==> src/rtl/fpu_pkg.sv <==
`default_nettype none
// ============================================================================
// fpu_pkg : FP32 field widths, rounding-mode encodings and canonical constants
// Revision : 1.0
// ============================================================================
package fpu_pkg;

  localparam int EXP_W = 8;
  localparam int MAN_W = 23;
  localparam int BIAS  = 127;

  typedef enum logic {
    RM_RNE = 1'b0,
    RM_RTZ = 1'b1
  } rmode_e;

  localparam logic [31:0] FP32_ZERO = 32'h0000_0000;

endpackage
`default_nettype wire

==> src/rtl/lzc_norm.sv <==
`default_nettype none
// ============================================================================
// lzc_norm : leading-one detector plus left normaliser (combinational)
// Revision : 1.0
// ============================================================================
module lzc_norm #(
  parameter int WIDTH = 32,
  parameter int PW    = $clog2(WIDTH)
) (
  input  logic [WIDTH-1:0] in_i,
  output logic [PW-1:0]    pos_o,
  output logic [WIDTH-1:0] norm_o,
  output logic             zero_o
);

  logic [PW-1:0] shamt;

  always_comb begin
    pos_o = '0;
    for (int i = 0; i < WIDTH; i++) begin
      if (in_i[i]) pos_o = PW'(i);
    end
  end

  assign zero_o = ~|in_i;
  assign shamt  = PW'(WIDTH - 1) - pos_o;
  assign norm_o = in_i << shamt;

endmodule
`default_nettype wire

==> src/rtl/itof_pipe.sv <==
`default_nettype none
// ============================================================================
// itof_pipe : 3-stage integer to FP32 converter, valid/ready, RNE/RTZ
//             Optional out_inexact flag when ITOF_PIPE_INEXACT_EN is defined
// Revision  : 1.0
// ============================================================================
module itof_pipe
  import fpu_pkg::*;
#(
  parameter int IN_WIDTH  = 32,
  parameter int TAG_WIDTH = 5
) (
  input  logic                 clk,
  input  logic                 rst,
  input  logic                 in_valid,
  output logic                 in_ready,
  input  logic [IN_WIDTH-1:0]  in_data,
  input  logic                 in_signed,
  input  logic                 in_rtz,
  input  logic [TAG_WIDTH-1:0] in_tag,
  output logic                 out_valid,
  input  logic                 out_ready,
  output logic [31:0]          out_data,
  output logic [TAG_WIDTH-1:0] out_tag
`ifdef ITOF_PIPE_INEXACT_EN
  ,
  output logic                 out_inexact
`endif
);

  localparam int PW    = $clog2(IN_WIDTH);
  localparam int SIG_W = MAN_W + 1;

  logic s1_valid_q, s1_valid_d, s2_valid_q, s2_valid_d, out_valid_q, out_valid_d;
  logic s1_adv, s2_adv, s3_adv;

  assign s3_adv   = ~out_valid_q | out_ready;
  assign s2_adv   = ~s2_valid_q | s3_adv;
  assign s1_adv   = ~s1_valid_q | s2_adv;
  assign in_ready = s1_adv;

  always_comb begin
    s1_valid_d  = s1_valid_q;
    s2_valid_d  = s2_valid_q;
    out_valid_d = out_valid_q;
    if (s1_adv) s1_valid_d  = in_valid;
    if (s2_adv) s2_valid_d  = s1_valid_q;
    if (s3_adv) out_valid_d = s2_valid_q;
  end

  always_ff @(posedge clk or posedge rst) begin
    if (rst) begin
      s1_valid_q  <= 1'b0;
      s2_valid_q  <= 1'b0;
      out_valid_q <= 1'b0;
    end else begin
      s1_valid_q  <= s1_valid_d;
      s2_valid_q  <= s2_valid_d;
      out_valid_q <= out_valid_d;
    end
  end

  // S1: sign and magnitude; -2^(W-1) negates to itself, which is the correct unsigned magnitude.
  logic                 s1_sign_d, s1_sign_q;
  logic [IN_WIDTH-1:0]  s1_mag_d, s1_mag_q;
  rmode_e               s1_rm_q;
  logic [TAG_WIDTH-1:0] s1_tag_q;

  assign s1_sign_d = in_signed & in_data[IN_WIDTH-1];
  assign s1_mag_d  = s1_sign_d ? (-in_data) : in_data;

  always_ff @(posedge clk) begin
    if (s1_adv) begin
      s1_sign_q <= s1_sign_d;
      s1_mag_q  <= s1_mag_d;
      s1_rm_q   <= in_rtz ? RM_RTZ : RM_RNE;
      s1_tag_q  <= in_tag;
    end
  end

  logic [PW-1:0]        w_pos;
  logic [IN_WIDTH-1:0]  w_norm;
  logic                 w_zero;

  lzc_norm #(.WIDTH(IN_WIDTH), .PW(PW)) u_lzc (
    .in_i   (s1_mag_q),
    .pos_o  (w_pos),
    .norm_o (w_norm),
    .zero_o (w_zero)
  );

  logic                 s2_sign_q, s2_zero_q;
  logic [PW-1:0]        s2_pos_q;
  logic [IN_WIDTH-1:0]  s2_norm_q;
  rmode_e               s2_rm_q;
  logic [TAG_WIDTH-1:0] s2_tag_q;

  always_ff @(posedge clk) begin
    if (s2_adv) begin
      s2_sign_q <= s1_sign_q;
      s2_zero_q <= w_zero;
      s2_pos_q  <= w_pos;
      s2_norm_q <= w_norm;
      s2_rm_q   <= s1_rm_q;
      s2_tag_q  <= s1_tag_q;
    end
  end

  logic [SIG_W-1:0] w_sig;
  logic             w_guard, w_sticky;

  if (IN_WIDTH >= SIG_W + 2) begin : g_wide
    assign w_sig    = s2_norm_q[IN_WIDTH-1 -: SIG_W];
    assign w_guard  = s2_norm_q[IN_WIDTH-SIG_W-1];
    assign w_sticky = |s2_norm_q[IN_WIDTH-SIG_W-2:0];
  end else if (IN_WIDTH == SIG_W + 1) begin : g_guard_only
    assign w_sig    = s2_norm_q[IN_WIDTH-1:1];
    assign w_guard  = s2_norm_q[0];
    assign w_sticky = 1'b0;
  end else begin : g_exact
    assign w_sig    = SIG_W'(s2_norm_q) << (SIG_W - IN_WIDTH);
    assign w_guard  = 1'b0;
    assign w_sticky = 1'b0;
  end

  logic             w_inc;
  logic [SIG_W:0]   w_sum;
  logic [EXP_W-1:0] w_exp;
  logic [31:0]      w_result;

  assign w_inc = (s2_rm_q == RM_RNE) & w_guard & (w_sticky | w_sig[0]);
  assign w_sum = {1'b0, w_sig} + {{SIG_W{1'b0}}, w_inc};
  // Top two sum bits are 01 normally or 10 on carry, so adding them to BIAS-1 gives BIAS(+carry).
  assign w_exp    = EXP_W'(s2_pos_q) + EXP_W'(BIAS - 1) + EXP_W'(w_sum[SIG_W:SIG_W-1]);
  assign w_result = s2_zero_q ? FP32_ZERO : {s2_sign_q, w_exp, w_sum[MAN_W-1:0]};

  logic [31:0]          out_data_q;
  logic [TAG_WIDTH-1:0] out_tag_q;

  always_ff @(posedge clk) begin
    if (s3_adv) begin
      out_data_q <= w_result;
      out_tag_q  <= s2_tag_q;
    end
  end

  assign out_valid = out_valid_q;
  assign out_data  = out_data_q;
  assign out_tag   = out_tag_q;

`ifdef ITOF_PIPE_INEXACT_EN
  logic inexact_q;

  always_ff @(posedge clk or posedge rst) begin
    if (rst) begin
      inexact_q <= 1'b0;
    end else if (s3_adv) begin
      inexact_q <= w_guard | w_sticky;
    end
  end

  assign out_inexact = inexact_q;
`else
  // Default build carries no inexact state.
`endif

endmodule
`default_nettype wire
==> config.mk <==
export PLATFORM = sky130hd
export DESIGN_NAME = itof_pipe
export DESIGN_NICKNAME = d
export VERILOG_FILES = /design/src/rtl/fpu_pkg.sv /design/src/rtl/lzc_norm.sv /design/src/rtl/itof_pipe.sv
export SDC_FILE = /design/constraint.sdc
export NUM_CORES = 1
export LEC_CHECK = 0
export CAP_MARGIN = 20
export CORE_MARGIN = 10
export CORE_UTILIZATION = 42
export CTS_BUF_LIST = sky130_fd_sc_hd__clkbuf_4 sky130_fd_sc_hd__clkbuf_8
export CTS_CLUSTER_DIAMETER = 150
export DETAILED_ROUTE_END_ITERATION = 12
export SLEW_MARGIN = 20
export SYNTH_ARGS = -nofsm -noshare
export SYNTH_HDL_FRONTEND = slang
export SYNTH_SLANG_ARGS = --single-unit
==> constraint.sdc <==
create_clock -name clk -period 9.4 [get_ports clk]
set_input_delay 1.88 -clock clk [delete_from_list [all_inputs] [get_ports clk]]
set_output_delay 1.88 -clock clk [all_outputs]
set_load 0.005 [all_outputs]
==> flow_metrics.env <==
export IMPL_status="complete, no violations"
export IMPL_grt_use_total=0.153
export IMPL_start_util=0.429
export IMPL_hold_viol=0
export IMPL_skew_ns=0.0127
export IMPL_max_freq_ghz=0.184
export IMPL_synthDistinctLibCells=78
export IMPL_diodes=0
export IMPL_fillers=1552
export IMPL_synth_top_area_share=0.490
export IMPL_slew_violations=0
export IMPL_p_leak_uw=0.00333
export IMPL_viasPerCell=5.68
export IMPL_seq_area_frac_synth=0.500
export IMPL_area_growth_pct=17.6
export IMPL_synthArstFlopShare=0.0242
export IMPL_path_clk_slew_ns=0.06
export IMPL_synth_commonest_cells="121 x edfxtp_1, 79 x nor2_1, 53 x nand2_1, 52 x mux2i_1, 36 x a21oi_1"
export IMPL_netlist_instances=690
export IMPL_hold_end="s2_tag_q[3]$_DFFE_PP_"
export IMPL_syn_nets=743
export IMPL_start_kind="primary input"
export IMPL_antenna_found_initial=0
export IMPL_synth_area_leaders="edfxtp_1 49%, mux2i_1 7.0%, xor2_1 4.0%, nor2_1 4.0%, nand2_1 2.7%"
export IMPL_globalRouteOverflowTotal=0
export IMPL_cp_arrival_ns=3.54
export IMPL_die_area_sq_um=23400
export IMPL_endpoint_kind="output pin"
export IMPL_core_area_sq_um=17300
export IMPL_post_cts_buffers=0
export IMPL_seqCellArea_sq_um=3710
export IMPL_cts_sink_count=124
export IMPL_reg2reg_from="s1_mag_q[12]$_DFFE_PP_"
export IMPL_tightest_slew_ns=0.966
export IMPL_die_y_microns=153
export IMPL_power_density_nw_per_um2=204
export IMPL_grt_pass1_vias=5528
export IMPL_synth_top_flop_cell="edfxtp_1"
export IMPL_setup_tns_ns=0
export IMPL_std_cell_rows=48
export IMPL_die_x_microns=153
export IMPL_cts_tree="done"
export IMPL_wl_per_cell_microns=18.1
export IMPL_dp_hpwl_mm=13.5
export IMPL_ys_ff_latch=124
export IMPL_synth_top_cell_by_area="edfxtp_1"
export IMPL_cts_hold_buf=0
export IMPL_ant_nets=0
export IMPL_cts_buffers=17
export IMPL_vias=5630
export IMPL_first_pass_iters=5
export IMPL_ir_drop_mv=0.0933
export IMPL_hold_depth=0
export IMPL_clk_path_buf_depth=2
export IMPL_worst_hold_slack_ns=0.418
export IMPL_slew_headroom=0.356
export IMPL_root_buffer="clkbuf_8"
export IMPL_criticalPathCategory="primary input to output pin"
export IMPL_period_share=0.577
export IMPL_min_from="s1_tag_q[3]$_DFFE_PP_"
export IMPL_required_ns=7.52
export IMPL_cts_resized_gates=0
export IMPL_synth_area_per_cell_sq_um=10.7
export IMPL_ctsHtreeMaxLevel=4
export IMPL_r2r_slack_ns=5.17
export IMPL_portBuffers=81
export IMPL_clk_latency_ns=0.45
export IMPL_drv_cap=0
export IMPL_grt_pass1_wl_mm=29.2
export IMPL_route_detailed_drc=0
export IMPL_drt_iter0_drc=394
export IMPL_layout_drive_gt1_share=0.0743
export IMPL_grt_max_degree=47
export IMPL_rr_worst_depth=9
export IMPL_synth_edff_count=121
export IMPL_routed_wl_mm=17.9
export IMPL_io_pin_count=82
export IMPL_setup_viol=0
export IMPL_place_congestion=0.905
export IMPL_hold_class="flip-flop to flip-flop"
export IMPL_multi_input_area_sq_um=3420
export IMPL_syn_area_sq_um=7420
export IMPL_nets=810
export IMPL_yosysMostFrequentCell="edfxtp_1"
export IMPL_crit_fanout=41
export IMPL_grt_setup_unrepaired="false"
export IMPL_final_min_clock_period_ns=5.42
export IMPL_yosys_warnings=0
export IMPL_r2r_end="s2_norm_q[29]$_DFFE_PP_"
critical path, cell delays in order:
cell	delay [ns]
clkdlybuf4s50_1	0.49
nand4b_1	0.12
buf_4	0.42
clkdlybuf4s50_1	0.60
state kept, by name, indices dropped and copies added, names as in the netlist:
signal	flops
out_data	32
s1_rm_q	1
s2_norm_q	32
s2_zero_q	1
s1_tag_q	5
s1_sign_q	1
s2_rm_q	1
s1_mag_q	32
out_tag	5
s2_pos_q	5
s2_valid_q	1
s1_valid_q	1
s2_sign_q	1
s2_tag_q	5
out_valid	1
routing by layer:
metal / global-route usage / up-vias / wire length, microns
li1: - / 2723 / -
met5: 0 / - / 0
met3: 0.0441 / 37 / 980
met1: 0.181 / 2676 / 7650
met4: 0.0718 / 0 / 583
met2: 0.250 / 194 / 8720
power breakdown:
| part | switching [uW] | total (uW) | internal, uW | leakage (uW) |
|---|---|---|---|---|
| Combinational | 270 | 492 | 222 | 0.00188 |
| Sequential | 81.8 | 828 | 747 | 0.00126 |
| Clock | 197 | 461 | 263 | 0.000192 |
| Total | 549 | 1780 | 1230 | 0.00333 |
layout make-up:
type                    instances  share of cell area
flip-flops and latches        124               0.425
multi-input cells             506               0.392
repair buffers                 85              0.0964
well taps                     225              0.0323
clock buffers                  20              0.0294
clock inverters                 9              0.0142
inverters                      23              0.0102
cell families (layout without fill, tap and decap cells):
logic type                 after synthesis  in the layout  synth area share
AOI/OAI and AO/OA                      135            135             0.129
xor gates and xnor gates                51             51            0.0602
adders and majority gates               10             10            0.0179
and+or+nand+nor                        248            248             0.166
DFF                                    124            124             0.500
muxes                                   62             62            0.0887
buffers and inverters                   60            137            0.0388
through the flow:
| step | cell area [sq um] | setup slack [ns] | cells | total power, uW | util |
|---|---|---|---|---|---|
| after CTS | 8720 | 3.95 | 992 | 1790 | 0.504 |
| after detailed placement | 8340 | 3.96 | 963 | 1330 | 0.482 |
| after global routing | 8720 | 3.86 | 992 | 1880 | 0.504 |
| after global placement | 8340 | 4.00 | 963 | 1320 | 0.482 |
| final | 8720 | 3.98 | 992 | 1780 | 0.504 |
| after floorplan | 7420 | 4.40 | 690 | 1130 | - |
worst max path at each step:
stage | cells past startpoint | from | to | slack, ns
5_1_grt | 4 | out_ready | in_ready | 3.86
3_3_place_gp | 4 | out_ready | in_ready | 4.00
4_1_cts | 4 | out_ready | in_ready | 3.95
3_5_place_dp | 4 | out_ready | in_ready | 3.96
6_report | 4 | out_ready | in_ready | 3.98
2_1_floorplan | 1 | out_ready | in_ready | 4.40
layout by cell type (no fill, tap or decap), types with 3 or more instances in the layout:
cell / synthesis / layout
a221oi_1: 5 / 5
bufinv_16: 0 / 3
clkinv_2: 0 / 3
and3_1: 7 / 7
o22ai_1: 4 / 4
clkbuf_8: 0 / 17
nand3_1: 28 / 28
buf_4: 2 / 4
a21o_1: 5 / 5
nor4_1: 14 / 14
o21a_1: 3 / 3
nand2b_1: 7 / 6
clkdlybuf4s50_1: 0 / 81
mux2i_1: 52 / 52
nor3_1: 14 / 14
nand2_1: 53 / 53
a221o_1: 3 / 3
o211ai_1: 6 / 6
o21ai_0: 15 / 15
nor2_1: 79 / 79
dfrtp_1: 3 / 3
mux2_2: 7 / 7
xnor2_1: 17 / 17
edfxtp_1: 121 / 121
o41ai_1: 3 / 3
clkbuf_4: 0 / 3
nand4_1: 7 / 7
a31oi_1: 7 / 7
nor2b_1: 7 / 7
inv_1: 19 / 19
or3_1: 4 / 4
o21ai_1: 5 / 5
xor2_1: 34 / 34
o221ai_1: 3 / 3
ha_1: 9 / 9
a211oi_1: 6 / 6
a21oi_1: 36 / 36
and2_1: 9 / 9
or4_1: 6 / 6
a32oi_1: 3 / 3
No activity file was read; power rests on OpenSTA's default activity.
